<file path="src/rtl/jk_bank_sched.sv">
// jk_bank_sched: round-robin command scheduler driving enabled/J/K of a shared JK flop bank.
// Define JK_READBACK_EN to add the CHECK state, q snapshot and sticky readback error flag.
module jk_bank_sched #(
    parameter int N = 4
) (
    input  logic         clk,
    input  logic         reset,
    input  logic         req0,
    input  logic         req1,
    input  logic [1:0]   op0,
    input  logic [1:0]   op1,
    input  logic [N-1:0] mask0,
    input  logic [N-1:0] mask1,
    input  logic [N-1:0] q,
    output logic         gnt0,
    output logic         gnt1,
    output logic         done0,
    output logic         done1,
    output logic         enabled,
    output logic [N-1:0] j,
    output logic [N-1:0] k,
    output logic         busy,
    output logic         err
);
    typedef enum logic [2:0] {
        IDLE  = 3'd0,
        GRANT = 3'd1,
        DRIVE = 3'd2,
        CHECK = 3'd3,
        DONE  = 3'd4
    } state_t;

    state_t       state_reg, state_next;
    logic         ptr_reg, ptr_next;
    logic         win_reg, win_next;
    logic [1:0]   op_reg, op_next;
    logic [N-1:0] mask_reg, mask_next;
    logic         winner;
    logic [N-1:0] j_cmd, k_cmd;
    logic         gnt0_next, gnt1_next, done0_next, done1_next, enabled_next, busy_next;
    logic [N-1:0] j_next, k_next;

    // The pointer side wins a tie; a lone request is always served.
    assign winner = (req0 && req1) ? ptr_reg : req1;

    // op encoding maps straight onto J (bit 0) and K (bit 1) for selected bits.
    for (genvar gi = 0; gi < N; gi++) begin : g_bit
        assign j_cmd[gi] = mask_reg[gi] & op_reg[0];
        assign k_cmd[gi] = mask_reg[gi] & op_reg[1];
    end

    always_ff @(posedge clk or negedge reset) begin
        if (!reset) begin
            state_reg <= IDLE;
            ptr_reg   <= 1'b0;
            win_reg   <= 1'b0;
            op_reg    <= 2'b00;
            mask_reg  <= '0;
            gnt0      <= 1'b0;
            gnt1      <= 1'b0;
            done0     <= 1'b0;
            done1     <= 1'b0;
            enabled   <= 1'b0;
            j         <= '0;
            k         <= '0;
            busy      <= 1'b0;
        end else begin
            state_reg <= state_next;
            ptr_reg   <= ptr_next;
            win_reg   <= win_next;
            op_reg    <= op_next;
            mask_reg  <= mask_next;
            gnt0      <= gnt0_next;
            gnt1      <= gnt1_next;
            done0     <= done0_next;
            done1     <= done1_next;
            enabled   <= enabled_next;
            j         <= j_next;
            k         <= k_next;
            busy      <= busy_next;
        end
    end

    always_comb begin
        state_next = state_reg;
        ptr_next   = ptr_reg;
        win_next   = win_reg;
        op_next    = op_reg;
        mask_next  = mask_reg;
        unique case (state_reg)
            IDLE: begin
                if (req0 || req1) begin
                    state_next = GRANT;
                    win_next   = winner;
                    ptr_next   = ~winner;
                    op_next    = winner ? op1 : op0;
                    mask_next  = winner ? mask1 : mask0;
                end
            end
            GRANT: state_next = DRIVE;
`ifdef JK_READBACK_EN
            DRIVE: state_next = CHECK;
`else
            DRIVE: state_next = DONE;
`endif
            CHECK: state_next = DONE;
            DONE:  state_next = IDLE;
            default: state_next = IDLE;
        endcase
    end

    // Outputs are decoded from the next state so they appear registered in that state.
    always_comb begin
        gnt0_next    = (state_next == GRANT) && !win_next;
        gnt1_next    = (state_next == GRANT) &&  win_next;
        done0_next   = (state_next == DONE)  && !win_next;
        done1_next   = (state_next == DONE)  &&  win_next;
        enabled_next = (state_next == DRIVE);
        j_next       = enabled_next ? j_cmd : '0;
        k_next       = enabled_next ? k_cmd : '0;
        busy_next    = (state_next != IDLE);
    end

`ifdef JK_READBACK_EN
    localparam logic [1:0] OP_SET    = 2'b01;
    localparam logic [1:0] OP_CLEAR  = 2'b10;
    localparam logic [1:0] OP_TOGGLE = 2'b11;

    logic [N-1:0] snap_reg, snap_next, expected;
    logic         err_next;

    always_comb begin
        snap_next = ((state_reg == IDLE) && (state_next == GRANT)) ? q : snap_reg;
        expected  = snap_reg;
        case (op_reg)
            OP_SET:    expected = snap_reg | mask_reg;
            OP_CLEAR:  expected = snap_reg & ~mask_reg;
            OP_TOGGLE: expected = snap_reg ^ mask_reg;
            default:   expected = snap_reg;
        endcase
        // q already reflects the DRIVE edge when we are in CHECK.
        err_next = err | ((state_reg == CHECK) && (|(q ^ expected)));
    end

    always_ff @(posedge clk or negedge reset) begin
        if (!reset) begin
            snap_reg <= '0;
            err      <= 1'b0;
        end else begin
            snap_reg <= snap_next;
            err      <= err_next;
        end
    end
`else
    logic unused_q;
    assign unused_q = ^q;
    assign err      = 1'b0;
`endif

endmodule

</file>
<file path="config.mk">
export PLATFORM = sky130hd
export DESIGN_NAME = jk_bank_sched
export DESIGN_NICKNAME = d
export VERILOG_FILES = /design/src/rtl/jk_bank_sched.sv
export SDC_FILE = /design/constraint.sdc
export NUM_CORES = 1
export LEC_CHECK = 0
export ABC_CLOCK_PERIOD_IN_PS = 2500
export CORE_MARGIN = 3
export CORE_UTILIZATION = 25
export CTS_BUF_LIST = sky130_fd_sc_hd__clkbuf_4
export CTS_CLUSTER_DIAMETER = 60
export DETAILED_ROUTE_END_ITERATION = 10
export PLACE_DENSITY = 0.48
export REMOVE_ABC_BUFFERS = 1
export SETUP_SLACK_MARGIN = 0.5
export SKIP_CTS_REPAIR_TIMING = 1
export SLEW_MARGIN = 10
export SYNTH_ARGS = -nofsm -noshare
export SYNTH_HDL_FRONTEND = slang
export SYNTH_SLANG_ARGS = --single-unit
</file>
<file path="constraint.sdc">
create_clock -name clk -period 2.5 [get_ports clk]
set_clock_uncertainty 0.2 [all_clocks]
set_input_delay 0.5 -clock clk [delete_from_list [all_inputs] [get_ports clk]]
set_output_delay 0.5 -clock clk [all_outputs]
set_load 0.01 [all_outputs]
</file>
==> reports/results.tsv, run 1 <==
metric	value	unit
status	complete, no violations	
async set-or-reset flop fraction in the synthesized netlist	100.0	%
vias in the first global route	624	
CTS max path bufs	2	
Avg WL per Cell	13.18	microns
critical path buffer and inverter count	1	
first-pass iteration count of the detailed router	4	
Yosys cell types	21	
RSZ-0062 raised after global routing	no	
worst slew pin tran	0.8266	ns
DRC viols	0	
Main synth FF type	dfrtp_1	
Power Density	1084	nW/um^2
largest net degree at the start of global routing	26	
fmax	526.9	MHz
Yosys top cell by area	dfrtp_1	
first-pass GRT wire length	2987	microns
DR vias	643	
initial detailed-routing violation count	18	
share of cells above drive strength 1	12.87	%
MaxCap Viol Count	0	
CP peak stage delay	0.53	ns
kind of critical path	reg2out	
floorplan die height	66.40	microns
Mapped Cells	69	
die area	4409	sq um
top post-synthesis cells by count	dfrtp_1 (25), and3_1 (8), o221a_2 (6), or3_1 (6)	
Root Buffer	clkbuf_4	
Met3 Routed Length	127	microns
Die X	66.40	microns
filler instances	347	
VDD IR max	0.3756	mV
Max-slew headroom	44.77	%
Tcrit/Tclk final	75.92	%
Final ANT Viol Nets	0	
CORE AREA	3416	sq um
CTS clock-pin slew for the worst setup and hold paths	0.13	ns
crit end category	output port	
Yosys reg bits	25	
Routed met2 length	936	microns
row count	21	
most instantiated library cell after synthesis	dfrtp_1	
CP max-delay cell	clkdlybuf4s50_1	
Cell Area, Synth	912.1	sq um
Synth top area share	68.59	%
total track usage	9.175	%
highest metal used	met4	
Top delay family on crit path	buffers and inverters	
later-pin clock latency in the skew report	0.31	ns
htree depth	1	
Syn. warnings	0	
initial antenna violation count	0	
WP data required	1.80	ns
top area cells in the synthesized netlist	dfrtp_1 (69%), o221a_2 (7.4%), and3_1 (5.5%)	
crit path DAT	1.20	ns
Clock Sinks	25	
Placer Congestion	0.6636	
met1 WL	849	microns
Hold Fails Final Rpt	0	
Final Slew Violations	0	
CTS Buf Count	3	
Cell Chain, Critical Path	clkdlybuf4s50_1	
crit path launch type	register	
Leakage	0.5899	nW
initial core utilization	26.70	%
# port buffers	29	
final worst path period need	1.898	ns
Tot Pwr	1.410	mW
register area share after synthesis	68.59	%
routed wire length	1938	microns
Avg Inst Size Synth	13.22	sq um
Final setup viols	0	
grt total ovfl	0	
Layout area overhead	42.66	%
EDFF count, synth	0	
Setup Total Neg Slack	0	ns
# diodes	0	
Post-layout nets	122	
CTS tree	yes	
IO Count	35	
worst min path class	reg2reg	
via density per instance	4.374	
Critical Path Fanout Max	1	
## worst paths after layout
path	slack, ns	startpoint	to	depth (start not counted)
worst max register to register	0.64	state_reg[1]	mask_reg[0]	3
worst max-delay path	0.60	done1	done1	1
min in group asynchronous	0.33	reset	j[2]	2
max in group asynchronous	1.52	reset	mask_reg[3]	2
worst min-delay path	0.25	win_reg	done0	1
worst min register to register	0.25	win_reg	done0	1
## cell families (layout without fill, tap and decap cells)
kind of cell,count (synthesis),in the layout,synth area share [%]
simple gates,30,31,19.62
flops,25,25,68.59
compound gates,8,8,8.778
buf+inv,5,36,2.606
other cells,1,1,0.4111
## where the power goes
group	leakage, nW	switching [mW]	internal [mW]
registers	0.313	0.108	0.569
logic	0.258	0.223	0.321
clock network	0.0184	0.117	0.0731
total	0.590	0.448	0.963
## cell type report
| cell class | count | area [sq um] | share of cell area, % |
|---|---|---|---|
| Clock buffer | 4 | 30.03 | 2.308 |
| Inverter | 2 | 7.507 | 0.5769 |
| Multi-Input combinational cell | 40 | 280.3 | 21.54 |
| Sequential cell | 25 | 625.6 | 48.08 |
| Tap cell | 46 | 57.56 | 4.423 |
| Timing Repair Buffer | 30 | 300.3 | 23.08 |
## per-layer routing
layer	up-vias	track usage [%]
li1	310	-
met1	304	12.02
met2	27	14.37
met3	2	2.211
met4	0	3.807
met5	-	0
## through the flow
step                      cells  setup slack (ns)  hold slack (ns)  util, %  instance area, sq um
after floorplan              66            0.6689         0.004409        -                 895.9
after global placement      142           0.05428           0.2374    36.63                  1251
after detailed placement    142           0.04145           0.2344    36.63                  1251
after CTS                   146            0.3888           0.2522    37.51                  1281
after global routing        147            0.5235           0.2770    38.10                  1301
final                       147            0.6021           0.2523    38.10                  1301
## layout by cell type, fill, tap and decap left out, drive strengths merged
master         instances
nor2                   3
conb                   1
dlymetal6s2s           1
clkbuf                 4
clkdlybuf4s50         28
a22oi                  1
nand3                  1
and3                   8
buf                    1
nor3                   1
or4b                   2
a21oi                  1
nor3b                  2
nand2b                 1
o221a                  6
dfrtp                 25
nand2                  2
and2                   2
inv                    2
or3                    6
nor2b                  3
Note: power is estimated with default switching activity, not from simulation.
==> run 2, diff against run 1 <==
--- a/config.mk
+++ b/config.mk
@@ -5,7 +5,7 @@
 export SDC_FILE = /design/constraint.sdc
 export NUM_CORES = 1
 export LEC_CHECK = 0
-export ABC_CLOCK_PERIOD_IN_PS = 2500
+export ABC_CLOCK_PERIOD_IN_PS = 1900
 export CORE_MARGIN = 3
 export CORE_UTILIZATION = 25
 export CTS_BUF_LIST = sky130_fd_sc_hd__clkbuf_4
==> constraint.sdc (replaced) <==
create_clock -name clk -period 1.9 [get_ports clk]
set_clock_uncertainty 0.2 [all_clocks]
set_input_delay 0.38 -clock clk [delete_from_list [all_inputs] [get_ports clk]]
set_output_delay 0.38 -clock clk [all_outputs]
set_load 0.01 [all_outputs]
==> run 2 against run 1 <==
Net effect: critical path depth grew 2; non-clock buffer count grew 7; via count grew 5.9%; count of clock-buffer cells in the layout shrank 1; wire length grew 5.4%; sequential share of layout area shrank 1.6 points; critical endpoint is now mask_reg[1].
==> reports/results.tsv, run 2 (synthesis gave the netlist of run 1 again) <==
metric	value	unit
IO Count	35	
Clock Sinks	25	
Cell Chain, Critical Path	or4b_4 -> or3_1 -> o221a_2	
status	complete, no violations	
CTS max path bufs	2	
routed wire length	2042	microns
Top delay family on crit path	simple AND/OR/NAND/NOR gates	
placed insts	147	
CORE AREA	3416	sq um
Hold Fails Final Rpt	0	
critical path buffer and inverter count	0	
CTS tree	yes	
Layout area overhead	47.46	%
grt total ovfl	0	
Avg WL per Cell	13.26	microns
share of cells above drive strength 1	37.04	%
fmax	557.3	MHz
# diodes	0	
Power Density	1461	nW/um^2
initial antenna violation count	0	
crit path DAT	1.83	ns
CP peak stage delay	0.58	ns
Final setup viols	0	
DR vias	681	
Root Buffer	clkbuf_4	
Placed Area	1289	sq um
CP max-delay cell	or4b_4	
Final ANT Viol Nets	0	
commonest non-fill, non-tap cells in the layout	dfrtp_1 (25), clkdlybuf4s50_1 (14), clkbuf_2 (14)	
most common cell after layout, fill and taps aside	dfrtp_1	
Post-layout nets	129	
RSZ-0062 raised after global routing	yes	
DP HPWL	1436	microns
Tcrit/Tclk final	94.44	%
die area	4409	sq um
final worst path period need	1.794	ns
DRC viols	0	
crit path launch type	register	
CTS Buf Count	3	
largest net degree at the start of global routing	26	
initial detailed-routing violation count	24	
kind of critical path	reg2reg	
Placer Congestion	0.7222	
later-pin clock latency in the skew report	0.33	ns
first-pass iteration count of the detailed router	5	
htree depth	1	
total track usage	9.350	%
Critical Path Fanout Max	5	
Final Slew Violations	0	
via density per instance	4.422	
VDD IR max	0.8473	mV
CTS clock-pin slew for the worst setup and hold paths	0.14	ns
WP data required	1.94	ns
first-pass GRT wire length	3042	microns
# port buffers	29	
row count	21	
Non-Filler Instances	154	
post-route cell area	1345	sq um
MaxCap Viol Count	0	
Die X	66.40	microns
floorplan die height	66.40	microns
WHS	0.1924	ns
vias in the first global route	651	
worst min path class	in2async	
crit end category	register	
initial core utilization	26.70	%
Leakage	0.6508	nW
==> run 2: report_power, final <==
group	switching [mW]	leakage [nW]	total, mW	internal, mW
clock	0.170	0.0139	0.251	0.0807
combinational	0.391	0.323	0.851	0.460
sequential	0.116	0.313	0.864	0.748
==> run 2: worst paths after layout <==
| check | from | end | slack, ns | cells after the start |
|---|---|---|---|---|
| max in group asynchronous | reset | state_reg[0] | 1.07 | 2 |
| hold reg to reg | win_reg | done0 | 0.25 | 1 |
| setup / recovery | state_reg[2] | mask_reg[1] | 0.11 | 3 |
| min in group clk | win_reg | done0 | 0.25 | 1 |
| setup reg to reg | state_reg[2] | mask_reg[1] | 0.11 | 3 |
| hold / removal | reset | k[2] | 0.19 | 2 |
==> run 2: cell type report <==
cell class | count | area (sq um)
clock buffers | 3 | 22.52
clock inverters | 1 | 7.507
fillers | 353 | 2071
inverters | 2 | 7.507
multi-input cells | 40 | 337.8
flip-flops and latches | 25 | 625.6
well taps | 46 | 57.56
repair buffers | 37 | 286.5
==> run 2: through the flow <==
step                      TNS [ns]  power [mW]  util, %  setup slack, ns
after global placement      -2.342       1.638    37.73          -0.3767
final                            0       1.965    39.38           0.1057
after floorplan                  0       1.236        -          0.07669
after CTS                  -0.1779       1.895    38.61         -0.04337
after global routing             0       2.089    39.38          0.07602
after detailed placement    -2.510       1.657    37.73          -0.4035
==> run 2: metal layers <==
| layer | up-vias | track usage (%) | share of wire [%] |
|---|---|---|---|
| met3 | 2 | 3.401 | 6.6 |
| met1 | 332 | 11.48 | 43 |
| met5 | - | 0 | 0 |
| met4 | 0 | 2.284 | 0.93 |
| li1 | 325 | - | - |
| met2 | 22 | 15.49 | 50 |
